$ cat src/rtl/booth_op_scheduler.sv
// Operand scheduler around a 4x4 signed Booth multiplier: buffers operand pairs,
// issues them one at a time with a start pulse, and presents each product downstream.
module booth_op_scheduler #(
  parameter int unsigned DEPTH   = 4,
  parameter int unsigned TIMEOUT = 15
) (
  input  logic       clk,
  input  logic       rst_n,
  input  logic       in_valid,
  output logic       in_ready,
  input  logic [3:0] in_a,
  input  logic [3:0] in_b,
  output logic [3:0] mul_a,
  output logic [3:0] mul_b,
  output logic       mul_str,
  input  logic [7:0] mul_result,
  input  logic       mul_valid,
  output logic       out_valid,
  input  logic       out_ready,
  output logic [7:0] out_product,
  output logic [3:0] out_a,
  output logic [3:0] out_b,
  output logic       busy,
  output logic       timeout_err
);

  localparam int unsigned AW = $clog2(DEPTH);
  localparam logic [7:0] TMO = 8'(TIMEOUT);

  typedef enum logic [2:0] {
    S_IDLE,
    S_ISSUE,
    S_GUARD,
    S_WAIT,
    S_HOLD
  } state_t;

  state_t      state_q;
  logic [AW:0] wr_ptr_q, rd_ptr_q;
  logic [AW:0] wr_ptr_d, rd_ptr_d;
  logic [7:0]  fifo_mem [DEPTH];
  logic [7:0]  wait_cnt_q;
  logic [3:0]  mul_a_q, mul_b_q;
  logic        mul_str_q;
  logic        out_valid_q;
  logic [7:0]  out_product_q;
  logic [3:0]  out_a_q, out_b_q;
  logic        timeout_err_q;

  logic fifo_empty, fifo_full, push, pop;

  // Extra pointer MSB distinguishes full from empty when the index bits match.
  assign fifo_empty = (wr_ptr_q == rd_ptr_q);
  assign fifo_full  = (wr_ptr_q[AW] != rd_ptr_q[AW]) &&
                      (wr_ptr_q[AW-1:0] == rd_ptr_q[AW-1:0]);
  assign in_ready   = ~fifo_full;
  assign push       = in_valid & ~fifo_full;
  assign pop        = (state_q == S_IDLE) & ~fifo_empty;

  always_comb begin
    wr_ptr_d = wr_ptr_q + {{AW{1'b0}}, push};
    rd_ptr_d = rd_ptr_q + {{AW{1'b0}}, pop};
  end

  // Storage has no reset so it can map onto distributed/block RAM.
  always_ff @(posedge clk) begin
    if (push) begin
      fifo_mem[wr_ptr_q[AW-1:0]] <= {in_a, in_b};
    end
  end

  always_ff @(posedge clk or negedge rst_n) begin
    if (!rst_n) begin
      state_q       <= S_IDLE;
      wr_ptr_q      <= '0;
      rd_ptr_q      <= '0;
      wait_cnt_q    <= '0;
      mul_a_q       <= '0;
      mul_b_q       <= '0;
      mul_str_q     <= 1'b0;
      out_valid_q   <= 1'b0;
      out_product_q <= '0;
      out_a_q       <= '0;
      out_b_q       <= '0;
      timeout_err_q <= 1'b0;
    end else begin
      wr_ptr_q <= wr_ptr_d;
      rd_ptr_q <= rd_ptr_d;
      case (state_q)
        S_IDLE: begin
          if (!fifo_empty) begin
            mul_a_q   <= fifo_mem[rd_ptr_q[AW-1:0]][7:4];
            mul_b_q   <= fifo_mem[rd_ptr_q[AW-1:0]][3:0];
            mul_str_q <= 1'b1;
            state_q   <= S_ISSUE;
          end
        end
        S_ISSUE: begin
          mul_str_q <= 1'b0;
          state_q   <= S_GUARD;
        end
        // mul_valid may still be high from the previous operation here.
        S_GUARD: begin
          wait_cnt_q <= '0;
          state_q    <= S_WAIT;
        end
        S_WAIT: begin
          if (mul_valid) begin
            out_product_q <= mul_result;
            out_a_q       <= mul_a_q;
            out_b_q       <= mul_b_q;
            out_valid_q   <= 1'b1;
            state_q       <= S_HOLD;
          end else if (wait_cnt_q == TMO) begin
            timeout_err_q <= 1'b1;
            state_q       <= S_IDLE;
          end else begin
            wait_cnt_q <= wait_cnt_q + 8'd1;
          end
        end
        S_HOLD: begin
          if (out_ready) begin
            out_valid_q <= 1'b0;
            state_q     <= S_IDLE;
          end
        end
        default: state_q <= S_IDLE;
      endcase
    end
  end

  assign mul_a       = mul_a_q;
  assign mul_b       = mul_b_q;
  assign mul_str     = mul_str_q;
  assign out_valid   = out_valid_q;
  assign out_product = out_product_q;
  assign out_a       = out_a_q;
  assign out_b       = out_b_q;
  assign timeout_err = timeout_err_q;
  assign busy        = (state_q != S_IDLE) || !fifo_empty;

endmodule

$ cat config.mk
export PLATFORM = sky130hd
export DESIGN_NAME = booth_op_scheduler
export DESIGN_NICKNAME = d
export VERILOG_FILES = /design/src/rtl/booth_op_scheduler.sv
export SDC_FILE = /design/constraint.sdc
export NUM_CORES = 1
export LEC_CHECK = 0
export CAP_MARGIN = 20
export CORE_ASPECT_RATIO = 1.4
export CORE_MARGIN = 2
export CORE_UTILIZATION = 50
export CTS_BUF_LIST = sky130_fd_sc_hd__clkbuf_2 sky130_fd_sc_hd__clkbuf_4 sky130_fd_sc_hd__clkbuf_8
export CTS_CLUSTER_SIZE = 28
export DETAILED_ROUTE_END_ITERATION = 10
export PLACE_DENSITY = 0.84
export SYNTH_ARGS = -nofsm -noshare
export SYNTH_HDL_FRONTEND = slang
export SYNTH_SLANG_ARGS = --single-unit
$ cat constraint.sdc
create_clock -name clk -period 2.3 [get_ports clk]
set_input_delay 0.69 -clock clk [delete_from_list [all_inputs] [get_ports clk]]
set_output_delay 0.69 -clock clk [all_outputs]
set_load 0.01 [all_outputs]
== After elaboration in Yosys (flattened, before gate mapping) ==
Memories as Yosys holds them, arrays and structs flattened. A register that Yosys moved wholly into a read port is not among the register bits.
Cells that the tools add are included.
Operators by class
  add/sub/neg operators: 3
  eq/ne operators: 14
  muxes and demuxes: 15
  bitwise gates (word level): 5
  reduce and logical (&&, ||, !) cells: 16
Operator list (number)
  $mux 8: 2
  $pmux 8 s2: 1
  $pmux 3 s5: 1
  $mux 3: 4
  $reduce_and 3->1: 4
  $ne 2x2->1 const B: 5
  $add 8x1->8 const B: 1
  $eq 8x4->1 const B: 1
  $add 3x1->3: 2
  $eq 3x2->1 const B: 2
  $reduce_and 2->1: 3
  $reduce_bool 2->1: 3
  $mux 1: 5
  $pmux 1 s2: 2
  $eq 3x1->1 const B: 1
  $eq 3x3->1: 1
  $eq 3x3->1 const B: 1
  $logic_not 3->1: 1
  $ne 3x3->1 const B: 1
  $not 1->1: 3
  $reduce_bool 3->1: 1
  $and 1x1->1: 2
  $eq 2x2->1: 1
  $logic_not 1->1: 2
  3 further kinds: 3
Storage, ports and cells
  register bits after elaboration: 36
  memory bits (writable): 32
  input port bits: 21
  output and inout port bits: 29
  word-level logic and storage cells: 64
  memories kept: 1
Memories
  fifo_mem: depth 4, width 8, read ports 1, clocked after Yosys merged registers in 1, write ports 1, RTL line 41  | logic [7:0] fifo_mem [DEPTH];

== Depth between registers and ports, before layout ==
  word-level depth: 6
  mapped depth: 8
  mapped depth without buffers: 7

== Worst setup path after synthesis ==
Ideal clock, no wire load.
  path type: reg-to-reg
  start point: reg rd_ptr_q[1]
  end point: mem fifo_mem[2][0] (enable)
  arrival time: 1.667 ns
  required time: 1.915 ns
  slack: 0.248 ns
  stages on the path, launching flop included: 6
  path buffers: 1
  cells stage by stage: dfrtp_1 buf_6 xor2_1 or3_2 nand2_1 nor3b_1
Between the ends
  longest elaborated chain between the ends: 6
Ends and longest elaborated chain
  start: declaration: RTL line 39  | logic [AW:0] wr_ptr_q, rd_ptr_q;
  start signal: assignment: RTL line 88  | rd_ptr_q <= rd_ptr_d;
  $eq 2x2->1: RTL line 55  | (wr_ptr_q[AW-1:0] == rd_ptr_q[AW-1:0]);
  $logic_and 1x1->1: RTL line 54  | assign fifo_full = (wr_ptr_q[AW] != rd_ptr_q[AW]) &&
  $not 1->1
  via in_ready: RTL line 10  | output logic in_ready,
  $and 1x1->1: RTL line 57  | assign push = in_valid & ~fifo_full;
  $mux 1: RTL line 67  | if (push) begin
  $mux 1 (implied by the code): RTL line 68  | fifo_mem[wr_ptr_q[AW-1:0]] <= {in_a, in_b};
  end: declaration: RTL line 41
The timed path passes the listed nets, and every way through them passes these cells.

== Final worst setup path ==
  start point: reg rd_ptr_q[1]
  end point: out in_ready
Between the ends
  longest elaborated chain between the ends: 3
Ends and longest elaborated chain
  $eq 2x2->1: RTL line 55
  $logic_and 1x1->1: RTL line 54
  $not 1->1: RTL line 56  | assign in_ready = ~fifo_full;
  end: declaration: RTL line 10
No other way between the ends.

==> results by group <==
Global route
  • Antenna violations before repair: 0
  • Largest net degree at the start of global routing: 45
  • Vias in the first global route: 1975
  • Global-route usage over all layers: 0.179
  • Global-route wire length before repair: 9470 um
  • Total grt overflow: 0

Worst setup path
  • CP max FO: 2
  • Crit path launch type: flip-flop
  • Critical Path RT: 1.61 ns
  • Slowest CP cell: or3_2
  • CP max stage delay: 0.47 ns
  • Crit end category: output pin
  • Worst Path Arrival: 1.53 ns
  • Crit-path cells: xor2_1 -> or3_2 -> buf_2
  • CP top delay family: simple AND/OR/NAND/NOR gates
  • WS Path Type: flip-flop to output pin
  • Worst Path Buf+Inv: 1

CTS
  • H-tree depth: 3
  • Clock transition at path regs: 0.09 ns
  • Hold Buf Count CTS: 0
  • Clock latency at the later pin of the worst-skew pair: 0.34 ns
  • CTS Sinks: 76
  • CTS Buf Count: 9
  • Clk buf depth: 2
  • CTS root buffer: clkbuf_8
  • CTS tree: built

Cells and area
  • Layout cell share with drive strength beyond 1: 0.240
  • Fin util: 0.651
  • FF+latch area: 2060 um^2
  • Multi-input logic area: 1020 um^2
  • Most common cell after layout, fill and taps aside: clkdlybuf4s50_1
  • Most frequent cells in the layout: clkdlybuf4s50_1, dfrtp_1, edfxtp_1
  • Nets: 292
  • Number of fill cells: 446
  • Layout Cells excl Fill: 343
  • # diodes: 0
  • Area Growth Syn to Fin: 27.0%

Die
  • Starting Density: 0.513
  • Die width: 71.0 um
  • Total Die Area: 6940 um^2
  • Ports: 50
  • Die height: 97.8 um
  • Core outline area: 6130 um^2
  • Row cnt: 34

Yosys
  • Yosys warns: 0
  • Leading area contributor after synthesis: dfrtp_1
  • Synth top area share: 0.350
  • Synth top area cells: dfrtp_1, edfxtp_1, mux2_2
  • EDFF count, synth: 32
  • Synth Instances: 197
  • Count of different cell masters after synthesis: 43
  • Syn nets: 223
  • Syn avg cell area: 15.9 um^2
  • Register area share after synthesis: 0.656
  • Flops & latches, synth: 76
  • Commonest register cell after synthesis: dfrtp_1
  • Post-synth ARST share: 0.579
  • Mapped cell area: 3140 um^2

Placement
  • IO Port Bufs: 49
  • Dpl cells: 327
  • RePlAce Congestion: 0.740
  • Hpwl dp: 4040 um

Route
  • Vias per inst: 5.51
  • Drt pass-1 iters: 4
  • 1st-iter DRT viols: 114
  • Vias post-DR: 1890
  • Routed Antenna Nets: 0
  • DR DRC count: 0
  • Drt total wl: 5630 um
  • Drt wl/cell: 16.4 um

STA
  • Worst Hold Slack: 0.408 ns
  • Final hold viol count: 0
  • Final period utilization: 0.965
  • Fmax: 451 MHz
  • Setup-failing EPs final: 0
  • Min cycle time layout: 2.22 ns
  • Actual slew at the worst max-slew pin: 0.571 ns
  • Unrepaired setup endpoints after global routing: no
  • Clock skew: 0.00959 ns
  • Max Slew Vio Count: 0
  • Slew headroom: 0.619
  • Post-route setup TNS: 0 ns

Power and ir drop
  • Maximum VDD drop: 0.000807 V
  • Leak: 0.00162 uW
  • P per Cell Area: 1350 nW/um^2
  • Total Power: 5370 uW

Min path
  • Hold Path Class: input port to async pin

Status
  • Status: completed

Run
  • MaxCap Viol Count: 0
## routing by layer
layer,routed length (um),GRT usage,vias up
met5,0,0,-
met4,68,0.0726,0
met3,160,0.0475,5
met2,3100,0.304,25
met1,2300,0.216,967
li1,-,-,893
## synthesized netlist by cell type, drive strengths merged, types with 2 or more instances
master  number
dfrtp       44
edfxtp      32
mux2        24
nand2       12
mux4         8
a21oi        6
ha           5
inv          5
nand3        5
nor2         5
o21ai        5
buf          4
xor2         4
and3         3
clkbuf       3
mux2i        3
nor3b        3
nor4         3
a41o         2
o31ai        2
## layout make-up
class / instances / share of cell area
inverters: 5 / 0.00471
well taps: 72 / 0.0226
multi-input cells: 109 / 0.255
clock buffers: 9 / 0.0311
clock inverters: 7 / 0.0204
flip-flops and latches: 76 / 0.517
repair buffers: 65 / 0.149
## sequential cells by signal, indices dropped and copies added, names as in the netlist
name / flops
fifo_mem: 32
out_product: 8
wait_cnt_q: 8
mul_a: 4
mul_b: 4
out_a: 4
out_b: 4
rd_ptr_q: 3
state_q: 3
wr_ptr_q: 3
mul_str: 1
out_valid: 1
timeout_err: 1
## worst reg2reg max path: cells and delay by family (launching register included)
family / cells / cell delay [ns]
xor+xnor: 2 / 0.33
fa+ha+maj: 2 / 0.38
buf+inv: 1 / 0.08
flops: 1 / 0.39
simple gates: 2 / 0.62
## path summary, 6_finish.rpt
| check | start | end | slack [ns] | cells past startpoint |
|---|---|---|---|---|
| max in group asynchronous | rst_n | wait_cnt_q[5]$_DFFE_PN0P_ | 1.48 | 2 |
| setup reg to reg | rd_ptr_q[1]$_DFF_PN0_ | wr_ptr_q[2]$_DFF_PN0_ | 0.39 | 7 |
| hold / removal | rst_n | out_b[2]$_DFFE_PN0P_ | 0.41 | 2 |
| hold reg to reg | timeout_err$_DFFE_PN0P_ | timeout_err$_DFFE_PN0P_ | 0.48 | 1 |
| min in group clk | timeout_err$_DFFE_PN0P_ | timeout_err$_DFFE_PN0P_ | 0.48 | 1 |
| setup / recovery | rd_ptr_q[1]$_DFF_PN0_ | in_ready | 0.08 | 3 |
## power by group
group	switching, uW	internal [uW]
sequential	295	1930
combinational	932	1180
clock	514	518
## kinds of logic after synthesis
group,Yosys count,synth area share
AOI/OAI and AO/OA,23,0.0494
xor gates and xnor gates,5,0.0139
adders and majority gates,5,0.0199
buffers and inverters,12,0.0199
DFF,76,0.656
muxes,35,0.162
and+or+nand+nor,41,0.0781
## per-stage QoR
stage	worst slack, ns	area [um^2]
after detailed placement	0.105	3790
after global placement	0.117	3790
after global routing	0.0139	3990
after CTS	0.00779	3990
after floorplan	0.248	3140
final	0.0803	3990
## timing repair
| item | CTS | global route |
|---|---|---|
| setup buffers | 0 | 0 |
| endpoints found under the setup margin | 2 | 1 |
| pin swaps | 0 | 1 |
| gates resized for setup | 5 | 2 |
Note: power is estimated with default switching activity, not from simulation.
